### src/rtl/mch_capture_pkg.sv
// mch_capture_pkg: capture state encoding and default sizing for multi_ch_capture.
package mch_capture_pkg;
    typedef enum logic [1:0] {IDLE, ARMED, CAPTURE, DONE_ST} cap_state_e;
    localparam int DEF_NUM_CH = 2;
    localparam int DEF_DATA_W = 14;
    localparam int DEF_DEPTH  = 8;
endpackage

### src/rtl/ch_align_fifo.sv
// ch_align_fifo: per-channel alignment FIFO with show-ahead read, flush and overflow pulse.
module ch_align_fifo
    import mch_capture_pkg::*;
#(
    parameter int DATA_W = DEF_DATA_W,
    parameter int DEPTH  = DEF_DEPTH
) (
    input  logic              clk,
    input  logic              rst,
    input  logic              flush,
    input  logic              push,
    input  logic              pop,
    input  logic [DATA_W-1:0] din,
    output logic [DATA_W-1:0] dout,
    output logic              empty,
    output logic              ovf
);
    localparam int AW = $clog2(DEPTH);
    logic [DATA_W-1:0] mem [DEPTH];
    logic [AW-1:0] wr_ptr_q, wr_ptr_d, rd_ptr_q, rd_ptr_d;
    logic [AW:0] cnt_q, cnt_d;
    logic full, do_push, do_pop;
    always_comb begin
        empty    = cnt_q == '0;
        full     = cnt_q == (AW+1)'(DEPTH);
        do_pop   = pop && !empty;
        // a pop in the same cycle frees the slot, so a push into a full FIFO still lands
        do_push  = push && (!full || do_pop);
        ovf      = push && full && !do_pop && !flush;
        wr_ptr_d = flush ? '0 : wr_ptr_q + AW'(do_push);
        rd_ptr_d = flush ? '0 : rd_ptr_q + AW'(do_pop);
        cnt_d    = flush ? '0 : cnt_q + (AW+1)'(do_push) - (AW+1)'(do_pop);
        dout     = mem[rd_ptr_q];
    end
    always_ff @(posedge clk) begin
        if (rst) begin
            wr_ptr_q <= '0;
            rd_ptr_q <= '0;
            cnt_q    <= '0;
        end else begin
            wr_ptr_q <= wr_ptr_d;
            rd_ptr_q <= rd_ptr_d;
            cnt_q    <= cnt_d;
        end
    end
    always_ff @(posedge clk) begin
        if (do_push && !flush) mem[wr_ptr_q] <= din;
    end
endmodule

### src/rtl/multi_ch_capture.sv
// multi_ch_capture: aligns NUM_CH ADC streams into frames and captures CAP_LEN of them after a trigger.
// Optional MCH_DECIM_EN adds DECIM[7:0]: only every (DECIM+1)-th frame is forwarded during capture.
module multi_ch_capture
    import mch_capture_pkg::*;
#(
    parameter int NUM_CH = DEF_NUM_CH,
    parameter int DATA_W = DEF_DATA_W,
    parameter int DEPTH  = DEF_DEPTH
) (
    input  logic                     SYS_CLK,
    input  logic                     RESET,
    input  logic [NUM_CH*DATA_W-1:0] CH_D,
    input  logic [NUM_CH-1:0]        CH_VALID,
    input  logic                     ARM,
    input  logic                     TRIG,
    input  logic [15:0]              CAP_LEN,
`ifdef MCH_DECIM_EN
    input  logic [7:0]               DECIM,
`endif
    output logic [NUM_CH*DATA_W-1:0] OUT_DATA,
    output logic                     OUT_VALID,
    input  logic                     OUT_READY,
    output logic                     BUSY,
    output logic                     DONE,
    output logic [NUM_CH-1:0]        OVF,
    output logic [15:0]              FRAME_CNT
);
    cap_state_e state_q, state_d;
    logic [NUM_CH*DATA_W-1:0] fifo_dout, out_data_q, out_data_d;
    logic [NUM_CH-1:0] empty, ovf_pulse, ovf_q, ovf_d;
    logic [15:0] frame_cnt_q, frame_cnt_d, len;
    logic out_valid_q, out_valid_d;
    logic frame_avail, accept, room, fwd, load, pop, flush;

    for (genvar k = 0; k < NUM_CH; k++) begin : g_ch
        ch_align_fifo #(.DATA_W(DATA_W), .DEPTH(DEPTH)) u_fifo (
            .clk(SYS_CLK), .rst(RESET), .flush(flush), .push(CH_VALID[k]), .pop(pop),
            .din(CH_D[k*DATA_W +: DATA_W]), .dout(fifo_dout[k*DATA_W +: DATA_W]),
            .empty(empty[k]), .ovf(ovf_pulse[k])
        );
    end

`ifdef MCH_DECIM_EN
    logic [7:0] decim_cnt_q, decim_cnt_d;
    always_comb begin
        fwd         = decim_cnt_q == 8'd0;
        decim_cnt_d = (state_q == ARMED && TRIG) ? 8'd0 :
                      (state_q == CAPTURE && pop) ? ((decim_cnt_q == DECIM) ? 8'd0 : decim_cnt_q + 8'd1) :
                      decim_cnt_q;
    end
    always_ff @(posedge SYS_CLK) begin
        if (RESET) decim_cnt_q <= '0;
        else decim_cnt_q <= decim_cnt_d;
    end
`else
    assign fwd = 1'b1;
`endif

    always_comb begin
        len         = (CAP_LEN == 16'd0) ? 16'd1 : CAP_LEN;
        frame_avail = ~|empty;
        accept      = out_valid_q && OUT_READY;
        // frames already delivered plus the one sitting in the output register
        room        = (17'(frame_cnt_q) + 17'(out_valid_q)) < 17'(len);
        load        = state_q == CAPTURE && !ARM && frame_avail && fwd && room && (!out_valid_q || OUT_READY);
        pop         = frame_avail && (state_q != CAPTURE || load || !fwd);
        flush       = ARM && state_q == CAPTURE;
        frame_cnt_d = ARM ? 16'd0 : frame_cnt_q + 16'(accept);
        out_valid_d = !ARM && (load || (out_valid_q && !OUT_READY));
        out_data_d  = load ? fifo_dout : out_data_q;
        ovf_d       = ARM ? '0 : (ovf_q | ovf_pulse);
        state_d     = ARM ? ARMED :
                      (state_q == ARMED && TRIG) ? CAPTURE :
                      (state_q == CAPTURE && frame_cnt_d == len) ? DONE_ST : state_q;
    end

    always_ff @(posedge SYS_CLK) begin
        if (RESET) begin
            state_q     <= IDLE;
            out_data_q  <= '0;
            out_valid_q <= 1'b0;
            frame_cnt_q <= '0;
            ovf_q       <= '0;
        end else begin
            state_q     <= state_d;
            out_data_q  <= out_data_d;
            out_valid_q <= out_valid_d;
            frame_cnt_q <= frame_cnt_d;
            ovf_q       <= ovf_d;
        end
    end

    assign OUT_DATA  = out_data_q;
    assign OUT_VALID = out_valid_q;
    assign FRAME_CNT = frame_cnt_q;
    assign OVF       = ovf_q;
    assign BUSY      = state_q == ARMED || state_q == CAPTURE;
    assign DONE      = state_q == DONE_ST;
endmodule
### config.mk
export PLATFORM = sky130hd
export DESIGN_NAME = multi_ch_capture
export DESIGN_NICKNAME = d
export VERILOG_FILES = /design/src/rtl/mch_capture_pkg.sv /design/src/rtl/ch_align_fifo.sv /design/src/rtl/multi_ch_capture.sv
export SDC_FILE = /design/constraint.sdc
export NUM_CORES = 1
export LEC_CHECK = 0
export BUFFER_PORTS_ARGS = -buffer_cell sky130_fd_sc_hd__buf_2
export CORE_ASPECT_RATIO = 2
export CORE_UTILIZATION = 53
export CTS_BUF_LIST = sky130_fd_sc_hd__clkbuf_8
export CTS_CLUSTER_DIAMETER = 100
export DETAILED_ROUTE_END_ITERATION = 10
export GPL_TIMING_DRIVEN = 0
export PLACE_DENSITY = 0.72
export RECOVER_POWER = 50
export SETUP_SLACK_MARGIN = 0.2
export SLEW_MARGIN = 10
export SYNTH_ARGS = -nofsm -noshare
export SYNTH_HDL_FRONTEND = slang
export SYNTH_SLANG_ARGS = --single-unit
### constraint.sdc
create_clock -name SYS_CLK -period 7.15 [get_ports SYS_CLK]
set_input_delay 1.43 -clock SYS_CLK [delete_from_list [all_inputs] [get_ports SYS_CLK]]
set_output_delay 1.43 -clock SYS_CLK [all_outputs]
set_load 0.1 [all_outputs]
Word level (Yosys, flattened, before mapping)
Memory sizes are Yosys's and may differ from the RTL's. A register that Yosys moved wholly into a read port is not among the register bits.
Index checks and enable logic that the tools add are counted.
{"block": "word_totals", "regBits": 41, "ramBits": 224, "input_bits": 51, "output_inout_bits": 49, "wordCells": 89, "n_memories": 2}
{"block": "op_classes", "addsub": 10, "magnitude_cmp": 1, "n_eq_ne": 7, "n_mux": 9, "bitwise_logic": 1, "n_reduce_logical": 48}
{"name": "g_ch[0].u_fifo.mem", "words": 8, "width": 14, "read_ports": 1, "rd_clocked_by_memory_dff": 1, "write_ports": 1, "line_no": "ch_align_fifo.sv:19", "source": "logic [DATA_W-1:0] mem [DEPTH];"}
{"name": "g_ch[1].u_fifo.mem", "words": 8, "width": 14, "read_ports": 1, "rd_clocked_by_memory_dff": 1, "write_ports": 1, "line_no": "ch_align_fifo.sv:19"}
{"op": "$mux W16", "n": 2}
{"op": "$logic_and A1 B1 Y1", "n": 23}
{"op": "$add A16 B1 Y17", "n": 1}
{"op": "$lt A17 B16 Y1", "n": 1}
{"op": "$add A16 B1 Y16", "n": 1}
{"op": "$eq A16 B16 Y1", "n": 1}
{"op": "$logic_not A16 Y1", "n": 1}
{"op": "$add A3 B1 Y3", "n": 4}
{"op": "$logic_not A1 Y1", "n": 11}
{"op": "$add A4 B1 Y4", "n": 2}
{"op": "$eq A4 B4 Y1 const B", "n": 2}
{"op": "$logic_not A4 Y1", "n": 2}
{"op": "$sub A4 B1 Y4", "n": 2}
{"op": "$logic_or A1 B1 Y1", "n": 6}
{"op": "$reduce_or A2 Y1", "n": 3}
{"op": "$mux W1", "n": 5}
{"op": "$eq A2 B2 Y1 const B", "n": 2}
{"op": "$mux W2", "n": 2}
{"op": "$reduce_bool A3 Y1", "n": 1}
{"op": "$eq A2 B1 Y1 const B", "n": 1}
{"op": "$ne A2 B2 Y1 const B", "n": 1}
{"op": "$or A2 B2 Y2", "n": 1}
{"op": "$reduce_bool A2 Y1", "n": 1}

Logic depth before layout (Yosys ltp)
Gate-level depths: netlist of the first run.
{"block": "depth", "depth_word": 14, "depth_mapped": 23, "depth_no_buf": 20}

Hierarchy
Synthesis of the first run repeated with hierarchy kept, for this count alone.
{"block": "unflattened", "hier_cells": 868, "area_unflattened_um2": 13205.2}
{"module": "ch_align_fifo (g_ch[1].u_fifo)", "n_inst": 1, "cells_per_inst": 229, "area_per_inst_um2": 4912.2, "seq_area_each_um2": 3563.4}
{"module": "ch_align_fifo (g_ch[0].u_fifo)", "n_inst": 1, "cells_per_inst": 226, "area_per_inst_um2": 4898.4, "seq_area_each_um2": 3563.4}
{"module": "multi_ch_capture", "n_inst": 1, "cells_per_inst": 413, "area_per_inst_um2": 3394.5, "seq_area_each_um2": 980.9}

Worst setup path before layout of the first run
OpenSTA, ideal clock, no wires.
{"block": "synth_timing", "kind": "reg2reg", "from": "reg frame_cnt_q[3], in the netlist FRAME_CNT[3]", "to": "mem g_ch[1].u_fifo.mem[2][0] (netlist name) (enable)", "setup_ps": 421, "arrival_ps": 5032, "required_ps": 6729, "path_slack_ps": 1697, "stages_incl_launch_ff": 17, "path_buffers": 3, "synth_period_minus_slack_ps": 5453, "path_cell_list": "dfxtp_1 -> buf_2 -> nand4_1 -> buf_2 -> or3_1 -> nor2_1 -> xor2_1 -> ha_1 -> inv_1 -> o211ai_1 -> nor3_1 -> o21a_1 -> nand2_1 -> nor2_1 -> buf_2 -> nor3_1 -> nor4_1"}
{"block": "synth_via", "elab_chain_cells": 12}
{"item": "start, declared", "line_no": "multi_ch_capture.sv:31", "source": "logic [15:0] frame_cnt_q, frame_cnt_d, len;"}
{"item": "start signal, assigned", "line_no": "multi_ch_capture.sv:88", "source": "frame_cnt_q <= frame_cnt_d;"}
{"item": "$add A16 B1 Y17", "line_no": "multi_ch_capture.sv:64", "source": "room = (17'(frame_cnt_q) + 17'(out_valid_q)) < 17'(len);"}
{"item": "$lt A17 B16 Y1", "line_no": "multi_ch_capture.sv:64"}
{"item": "$logic_and A1 B1 Y1 (2 in series)", "line_no": "multi_ch_capture.sv:65", "source": "load = state_q == CAPTURE && !ARM && frame_avail && fwd && room && (!out_valid_q || OUT_READY);"}
{"item": "$logic_or A1 B1 Y1", "line_no": "multi_ch_capture.sv:66", "source": "pop = frame_avail && (state_q != CAPTURE || load || !fwd);"}
{"item": "$logic_and A1 B1 Y1", "line_no": "multi_ch_capture.sv:66"}
{"item": "$logic_and A1 B1 Y1", "line_no": "ch_align_fifo.sv:26", "source": "do_pop = pop && !empty;"}
{"item": "$logic_or A1 B1 Y1", "line_no": "ch_align_fifo.sv:28", "source": "do_push = push && (!full || do_pop);"}
{"item": "$logic_and A1 B1 Y1", "line_no": "ch_align_fifo.sv:28"}
{"item": "$logic_and A1 B1 Y1", "line_no": "ch_align_fifo.sv:47", "source": "if (do_push && !flush) mem[wr_ptr_q] <= din;"}
{"item": "$mux W1", "line_no": "ch_align_fifo.sv:47"}
{"item": "$mux W1 (implied by the code)", "line_no": "ch_align_fifo.sv:47"}
{"item": "end, declared", "line_no": "ch_align_fifo.sv:19"}
Every way passes these cells.

Worst setup path in the final report of the first run
{"block": "layout_timing", "from": "reg frame_cnt_q[3], in the netlist FRAME_CNT[3]", "to": "mem g_ch[0].u_fifo.mem[4][9] (netlist name) (enable)"}
{"block": "layout_via", "elab_chain_cells": 12}
{"item": "$add A16 B1 Y17", "line_no": "multi_ch_capture.sv:64"}
{"item": "$lt A17 B16 Y1", "line_no": "multi_ch_capture.sv:64"}
{"item": "$logic_and A1 B1 Y1 (2 in series)", "line_no": "multi_ch_capture.sv:65"}
{"item": "$logic_or A1 B1 Y1", "line_no": "multi_ch_capture.sv:66"}
{"item": "$logic_and A1 B1 Y1", "line_no": "multi_ch_capture.sv:66"}
{"item": "$logic_and A1 B1 Y1", "line_no": "ch_align_fifo.sv:26"}
{"item": "$logic_or A1 B1 Y1", "line_no": "ch_align_fifo.sv:28"}
{"item": "$logic_and A1 B1 Y1", "line_no": "ch_align_fifo.sv:28"}
{"item": "$logic_and A1 B1 Y1", "line_no": "ch_align_fifo.sv:47"}
{"item": "$mux W1", "line_no": "ch_align_fifo.sv:47"}
{"item": "$mux W1 (implied by the code)", "line_no": "ch_align_fifo.sv:47"}
{"item": "end, declared", "line_no": "ch_align_fifo.sv:19"}
Every way passes these cells.

==> flow_metrics.env, run 1 <==
export IMPL_drc=0
export IMPL_cts_tree="done"
export IMPL_min_period_ps=5030
export IMPL_synth_cell_type_count=54
export IMPL_critPathKind="reg2reg"
export IMPL_core_rowCount=79
export IMPL_met2_usage_pct=44.9
export IMPL_core_area_mm2=0.0232
export IMPL_crit_family="simple AND/OR/NAND/NOR gates"
export IMPL_ys_ff_latch=293
export IMPL_sequentialPowerShare_pct=47.6
export IMPL_cts_root_buf="clkbuf_8"
export IMPL_grt_use_met1_pct=24.7
export IMPL_cp_num_buf_inv=5
export IMPL_numPortBuffers=98
export IMPL_startpoint_type="flop"
export IMPL_die_area_mm2=0.0243
export IMPL_p_leak_nw=4.99
export IMPL_synth_edff_count=224
export IMPL_worstPathRequired_ps=7390
export IMPL_grt_overflow=0
export IMPL_p_clk_share_pct=30.2
export IMPL_dieHeight_um=220
export IMPL_crit_slowest_cell="nor3_2"
export IMPL_clkSinkCount=293
export IMPL_comb_power_share_pct=22.2
export IMPL_start_util_pct=54.0
export IMPL_dr_total_vias=7485
export IMPL_yosysSeqAreaShare_pct=64.7
export IMPL_synth_ff_type="edfxtp_1"
export IMPL_crit_fanout=10
export IMPL_status="finished clean"
export IMPL_grtUsageMet3_pct=4.07
export IMPL_cts_buffers=40
export IMPL_cts_clk_slew_worst_paths_ps=70
export IMPL_slew_headroom_pct=11.9
export IMPL_hold_class="reg2reg"
export IMPL_timing_critical_path_mode_cell="buf_2"
export IMPL_rsz0062_at_grt="no"
export IMPL_post_dp_hpwl_mm=19.6
export IMPL_hold_violations=0
export IMPL_yosysWarnings=0
export IMPL_critPathCaptureType="flop"
export IMPL_final_setup_skew_ps=23.8
export IMPL_ant_nets=0
export IMPL_routed_wirelength_mm=27.5
export IMPL_via_per_inst=5.73
export IMPL_power_per_cell_area_mw_per_mm2=290
export IMPL_top_usage_layer="met2"
export IMPL_clock_latency_ps=550
export IMPL_worstPathArrival_ps=5270
export IMPL_p_sw_w=0.00116
export IMPL_swShare_pct=27.9
export IMPL_dr_pass1_iters=7
export IMPL_fmax_ghz=0.199
export IMPL_grt_pass1_wl_mm=43.0
export IMPL_area_growth_pct=14.6
export IMPL_antenna_found_initial=1
export IMPL_routabilityCongestion=0.892
export IMPL_final_fill_count=1797
export IMPL_internal_power_w=0.00301
export IMPL_drive_gt1_share_pct=19.4
export IMPL_max_cap_violations=0
export IMPL_finish_utilization_pct=61.8
export IMPL_htree_levels=2
export IMPL_grt_use_total_pct=23.4
export IMPL_post_cts_setup_buffers=0
export IMPL_post_drt_wl_per_cell_um=21.1
export IMPL_cts_hold_buffers=0
export IMPL_cp_cell_sequence="buf_2, nand4_1, buf_2, or3_1, nor2_1, xor2_1, ha_1, inv_1, o211ai_1, nor3_1, o21a_1, nand2_1, nor2_1, buf_2, o311ai_0, nor3_2, buf_4"
export IMPL_die_width_um=111
export IMPL_async_flop_share_pct=0
export IMPL_worstMarginPinSlew_ps=1310
export IMPL_clockBufferDepth=3
export IMPL_slowest_delay_ps=790
export IMPL_drt_iter0_drc=457
export IMPL_vdd_ir_drop_worst_mv=0.173
export IMPL_syn_nets=923
export IMPL_tns_ps=0
export IMPL_fin_crit_sh_pct=70.3
export IMPL_slew_violations=0
export IMPL_synth_area_mm2=0.0125
export IMPL_grt_start_max_net_pins=13
export IMPL_syn_area_per_cell_um2=15.1
export IMPL_syn_inst=829
export IMPL_ios=100
export IMPL_grt_pass1_vias=7867
export IMPL_finalSetupViolCount=0
export IMPL_final_nets=1086
export IMPL_cts_resized=0
## sequential cells by signal, indices dropped and copies added (netlist names)
| signal | count |
|---|---|
| FRAME_CNT | 16 |
| OUT_DATA | 28 |
| OUT_VALID | 1 |
| OVF | 2 |
| g_ch.u_fifo.cnt_q | 8 |
| g_ch.u_fifo.mem | 224 |
| g_ch.u_fifo.rd_ptr_q | 6 |
| g_ch.u_fifo.wr_ptr_q | 6 |
| state_q | 2 |
## stage by stage
| stage | hold WS [ps] | instance area [µm²] | instances | worst slack, ps | power, W |
|---|---|---|---|---|---|
| 5_1_grt | 499 | 14400 | 1307 | 1850 | 0.00437 |
| 2_1_floorplan | 522 | 12500 | 829 | 1700 | 0.00269 |
| 3_3_place_gp | 446 | 13400 | 1210 | 302 | 0.00291 |
| 6_report | 466 | 14400 | 1307 | 2120 | 0.00417 |
| 3_5_place_dp | 448 | 13700 | 1233 | 2010 | 0.00296 |
| 4_1_cts | 463 | 14500 | 1306 | 2120 | 0.00422 |
## final timing paths
path	from	endpoint	slack, ps	cells past startpoint
worst max-delay path	FRAME_CNT[3]	g_ch[0].u_fifo.mem[4][9]	2120	17
worst min register to register	OVF[1]	OVF[1]	470	1
worst max register to register	FRAME_CNT[3]	g_ch[0].u_fifo.mem[4][9]	2120	17
worst min-delay path	OVF[1]	OVF[1]	470	1
## layer usage
metal	routed length [µm]	up-vias
met5	0	-
met3	1460	75
met2	15400	233
met1	9570	3680
li1	-	3497
met4	1060	0
## final cells by class
type	instances	area [µm²]	area share [%]
Sequential cell	293	8110	56.4
Clock buffer	44	606	4.22
Inverter	36	135	0.941
Tap cell	283	354	2.46
Timing Repair Buffer	121	628	4.37
Antenna cell	1	2.50	0.0174
Buffer	42	201	1.40
Multi-Input combinational cell	458	4140	28.8
Clock inverter	29	189	1.32
## layout by cell type (no fill, tap or decap), types with 5 or more instances in the layout
| cell type | n |
|---|---|
| a211oi_1 | 30 |
| a21o_1 | 8 |
| a21oi_1 | 12 |
| and2_1 | 14 |
| buf_1 | 7 |
| buf_2 | 40 |
| buf_4 | 14 |
| buf_8 | 8 |
| clkbuf_1 | 92 |
| clkbuf_8 | 45 |
| clkinv_1 | 8 |
| clkinv_2 | 8 |
| dfxtp_1 | 69 |
| edfxtp_1 | 224 |
| ha_1 | 41 |
| inv_1 | 45 |
| mux2i_1 | 30 |
| mux4_2 | 56 |
| nand2_1 | 25 |
| nand2b_1 | 7 |
| nand3_1 | 9 |
| nand4_1 | 11 |
| nor2_1 | 81 |
| nor2_2 | 8 |
| nor3_1 | 16 |
| nor4_1 | 8 |
| nor4_2 | 6 |
| o21a_1 | 6 |
| o21ai_0 | 5 |
| xnor2_1 | 26 |
| xor2_1 | 18 |
## kinds of logic (layout without fill, tap and decap cells)
group	count (synthesis)	after routing	synth area share (%)
other	0	1	0
xor gates and xnor gates	44	44	3.07
muxes	86	86	12.5
adders and majority gates	43	43	4.41
buffers and inverters	78	272	2.74
and+or+nand+nor	204	204	7.87
AOI/OAI and AO/OA	81	81	4.78
DFF	293	293	64.7
## cells in the mapped netlist, types with 3 or more instances
master | n | share of area [%]
o21ai_0 | 5 | 0.20
nor2_1 | 89 | 2.7
clkbuf_1 | 19 | 0.57
buf_1 | 7 | 0.21
nor3_1 | 18 | 0.72
nand3_1 | 8 | 0.32
dfxtp_1 | 69 | 11
nand4_1 | 11 | 0.55
edfxtp_1 | 224 | 54
nand2b_1 | 7 | 0.35
o211ai_1 | 3 | 0.18
mux2i_1 | 30 | 2.4
or2_2 | 3 | 0.15
ha_1 | 41 | 4.1
nor4_1 | 14 | 0.70
a21o_1 | 8 | 0.48
inv_1 | 36 | 1.1
nor2b_1 | 3 | 0.15
xnor2_1 | 26 | 1.8
or4_1 | 4 | 0.24
o21a_1 | 6 | 0.36
nand2_1 | 25 | 0.75
a21oi_1 | 12 | 0.48
xor2_1 | 18 | 1.3
a211oi_1 | 30 | 1.8
buf_2 | 12 | 0.48
and2_1 | 15 | 0.75
mux4_2 | 56 | 10
## power groups by stage
stage / Clock, W / Combinational, W / Sequential, W
4_1_cts: 0.00129 / 0.000946 / 0.00199
2_1_floorplan: 0 / 0.000651 / 0.00204
3_3_place_gp: 0 / 0.000889 / 0.00202
5_1_grt: 0.00135 / 0.00102 / 0.00199
6_report: 0.00126 / 0.000924 / 0.00199
3_5_place_dp: 0 / 0.000941 / 0.00202
(Power assumes the default switching activity.)
==> run 2: changes to the inputs <==
PLACE_DENSITY = 0.75   (was 0.72)
clock period = 4.6 ns   (was 7.15 ns; I/O delays follow)
==> flow_metrics.env, run 2 (synthesis gave the netlist of run 1 again) <==
export IMPL_worstPathRequired_ps=5020
export IMPL_drt_iter0_drc=473
export IMPL_dr_total_vias=7591
export IMPL_largest_reg_flops=224
export IMPL_ff2ff_setup_slack_ps=480
export IMPL_max_cap_violations=0
export IMPL_reg2reg_depth=22
export IMPL_whs_ps=467
export IMPL_ant_nets=0
export IMPL_dp_cells=1225
export IMPL_drive_gt1_share_pct=22.8
export IMPL_antenna_found_initial=2
export IMPL_die_width_um=111
export IMPL_tns_ps=0
export IMPL_area_growth_pct=17.0
export IMPL_finalSetupViolCount=0
export IMPL_routed_wirelength_mm=28.0
export IMPL_power_per_cell_area_mw_per_mm2=439
export IMPL_crit_slowest_cell="fa_2"
export IMPL_finalPower_w=0.00644
export IMPL_p_leak_nw=5.03
export IMPL_fin_crit_sh_pct=89.6
export IMPL_final_common_cell="edfxtp_1"
export IMPL_layout_cells_non_filler=1311
export IMPL_slew_headroom_pct=18.2
export IMPL_cts_clk_slew_worst_paths_ps=70
export IMPL_core_area_mm2=0.0232
export IMPL_rsz0062_at_grt="no"
export IMPL_final_nets=1091
export IMPL_crit_fanout=8
export IMPL_numPortBuffers=98
export IMPL_core_rowCount=79
export IMPL_clockBufferDepth=3
export IMPL_htree_levels=2
export IMPL_cp_num_buf_inv=6
export IMPL_multi_input_area_mm2=0.00434
export IMPL_whs_path_depth=1
export IMPL_final_fill_count=1707
export IMPL_cts_hold_buffers=0
export IMPL_final_setup_skew_ps=25.0
export IMPL_r2r_end="g_ch[1].u_fifo.cnt_q[1]"
export IMPL_clock_latency_ps=550
export IMPL_slowest_delay_ps=520
export IMPL_startpoint_type="flop"
export IMPL_status="finished clean"
export IMPL_hold_class="reg2reg"
export IMPL_ios=100
export IMPL_fmax_ghz=0.243
export IMPL_critPathCaptureType="flop"
export IMPL_hp_start="OVF[1]"
export IMPL_routabilityCongestion=0.882
export IMPL_die_area_mm2=0.0243
export IMPL_finish_utilization_pct=63.2
export IMPL_worstSetupStartpoint="FRAME_CNT[3]"
export IMPL_worstPathArrival_ps=4540
export IMPL_dr_pass1_iters=5
export IMPL_hold_violations=0
export IMPL_grt_start_max_net_pins=15
export IMPL_dieHeight_um=220
export IMPL_cp_cell_sequence="buf_6, nand4_1, buf_6, or3_4, nor2_1, xor2_1, ha_1, a21oi_1, o211ai_1, nor3_1, o21a_1, nand2_1, nor2_4, buf_6, buf_8, or2_2, ha_1, inv_1, ha_1, inv_1, fa_2, nor2_1"
export IMPL_clkSinkCount=293
export IMPL_r2r_start="FRAME_CNT[3]"
export IMPL_vdd_ir_drop_worst_mv=0.264
export IMPL_seq_area_mm2=0.00813
export IMPL_path_depth=22
export IMPL_worstMarginPinSlew_ps=1230
export IMPL_grt_pass1_vias=7853
export IMPL_post_drt_wl_per_cell_um=21.3
export IMPL_grt_use_total_pct=23.2
export IMPL_crit_end="g_ch[1].u_fifo.cnt_q[1]"
export IMPL_slew_violations=0
export IMPL_largest_register="g_ch.u_fifo.mem"
export IMPL_layout_cells_most_common_list="224 x edfxtp_1, 90 x clkbuf_1, 79 x nor2_1"
export IMPL_cts_tree="done"
export IMPL_cts_root_buf="clkbuf_8"
export IMPL_min_period_ps=4120
export IMPL_critPathKind="reg2reg"
export IMPL_start_util_pct=54.0
export IMPL_grt_pass1_wl_mm=42.4
export IMPL_via_per_inst=5.79
export IMPL_drc=0
export IMPL_grt_overflow=0
export IMPL_cts_buffers=39
export IMPL_post_dp_hpwl_mm=19.5
export IMPL_crit_family="simple AND/OR/NAND/NOR gates"
## run 2: cell types whose count changed in the layout (fill, tap and decap cells not counted), sizes merged
cell	before	now
clkinv	17	16
bufinv	2	0
clkbuf	137	139
inv	46	45
buf	69	75
## run 2: per-stage QoR
| stage | worst slack, ps | cell area (µm²) |
|---|---|---|
| finish | 477 | 14700 |
| detailed placement | -318 | 13800 |
| global route | 153 | 14700 |
| global placement | -876 | 13500 |
| floorplan | 169 | 12600 |
| CTS | 205 | 14500 |
## run 2: area by class of cell
class	count	share of cell area (%)
Antenna cell	1	0.0171
Buffer	42	1.60
Clock buffer	46	4.31
Clock inverter	25	0.776
Inverter	36	0.921
Multi-Input combinational cell	458	29.5
Sequential cell	293	55.4
Tap cell	283	2.41
Timing Repair Buffer	127	4.99
## run 2: layer usage
layer,GRT usage [%],vias up,share of wire (%)
met4,11.7,2,4.1
li1,-,3512,-
met1,24.1,3769,35
met5,0,-,0.047
met3,3.52,77,4.3
met2,44.8,231,56
## run 2: worst register-to-register path: stages, from the launching register on
cell      delay, ps
dfxtp_4         340
buf_6           120
nand4_1         160
buf_6           180
or3_4           420
nor2_1          160
xor2_1          170
ha_1            160
a21oi_1          60
o211ai_1        170
nor3_1           80
o21a_1          130
nand2_1         110
nor2_4           60
buf_6           140
buf_8           120
or2_2           290
ha_1            270
inv_1            60
ha_1            160
inv_1            60
fa_2            520
nor2_1           40
## run 2: what timing repair did
| item | in CTS | in global routing |
|---|---|---|
| resized for setup | 8 | 30 |
| pin swaps | 1 | 8 |
| buffers inserted | 1 | 13 |
| setup endpoints to repair | 170 | 114 |
## run 2: worst min path at each step
| stage | slack, ps | end |
|---|---|---|
| floorplan | 520 | state_q[1] |
| global placement | 450 | OVF[1] |
| detailed placement | 450 | OVF[1] |
| CTS | 460 | OVF[1] |
| global route | 500 | OVF[1] |
| finish | 470 | OVF[1] |
## run 2: power breakdown
group | total, W | leakage [nW] | internal, W | switching (W)
Sequential | 0.00309 | 2.60 | 0.00302 | 0.0000729
Combinational | 0.00149 | 2.01 | 0.000670 | 0.000821
Clock | 0.00186 | 0.421 | 0.000920 | 0.000942
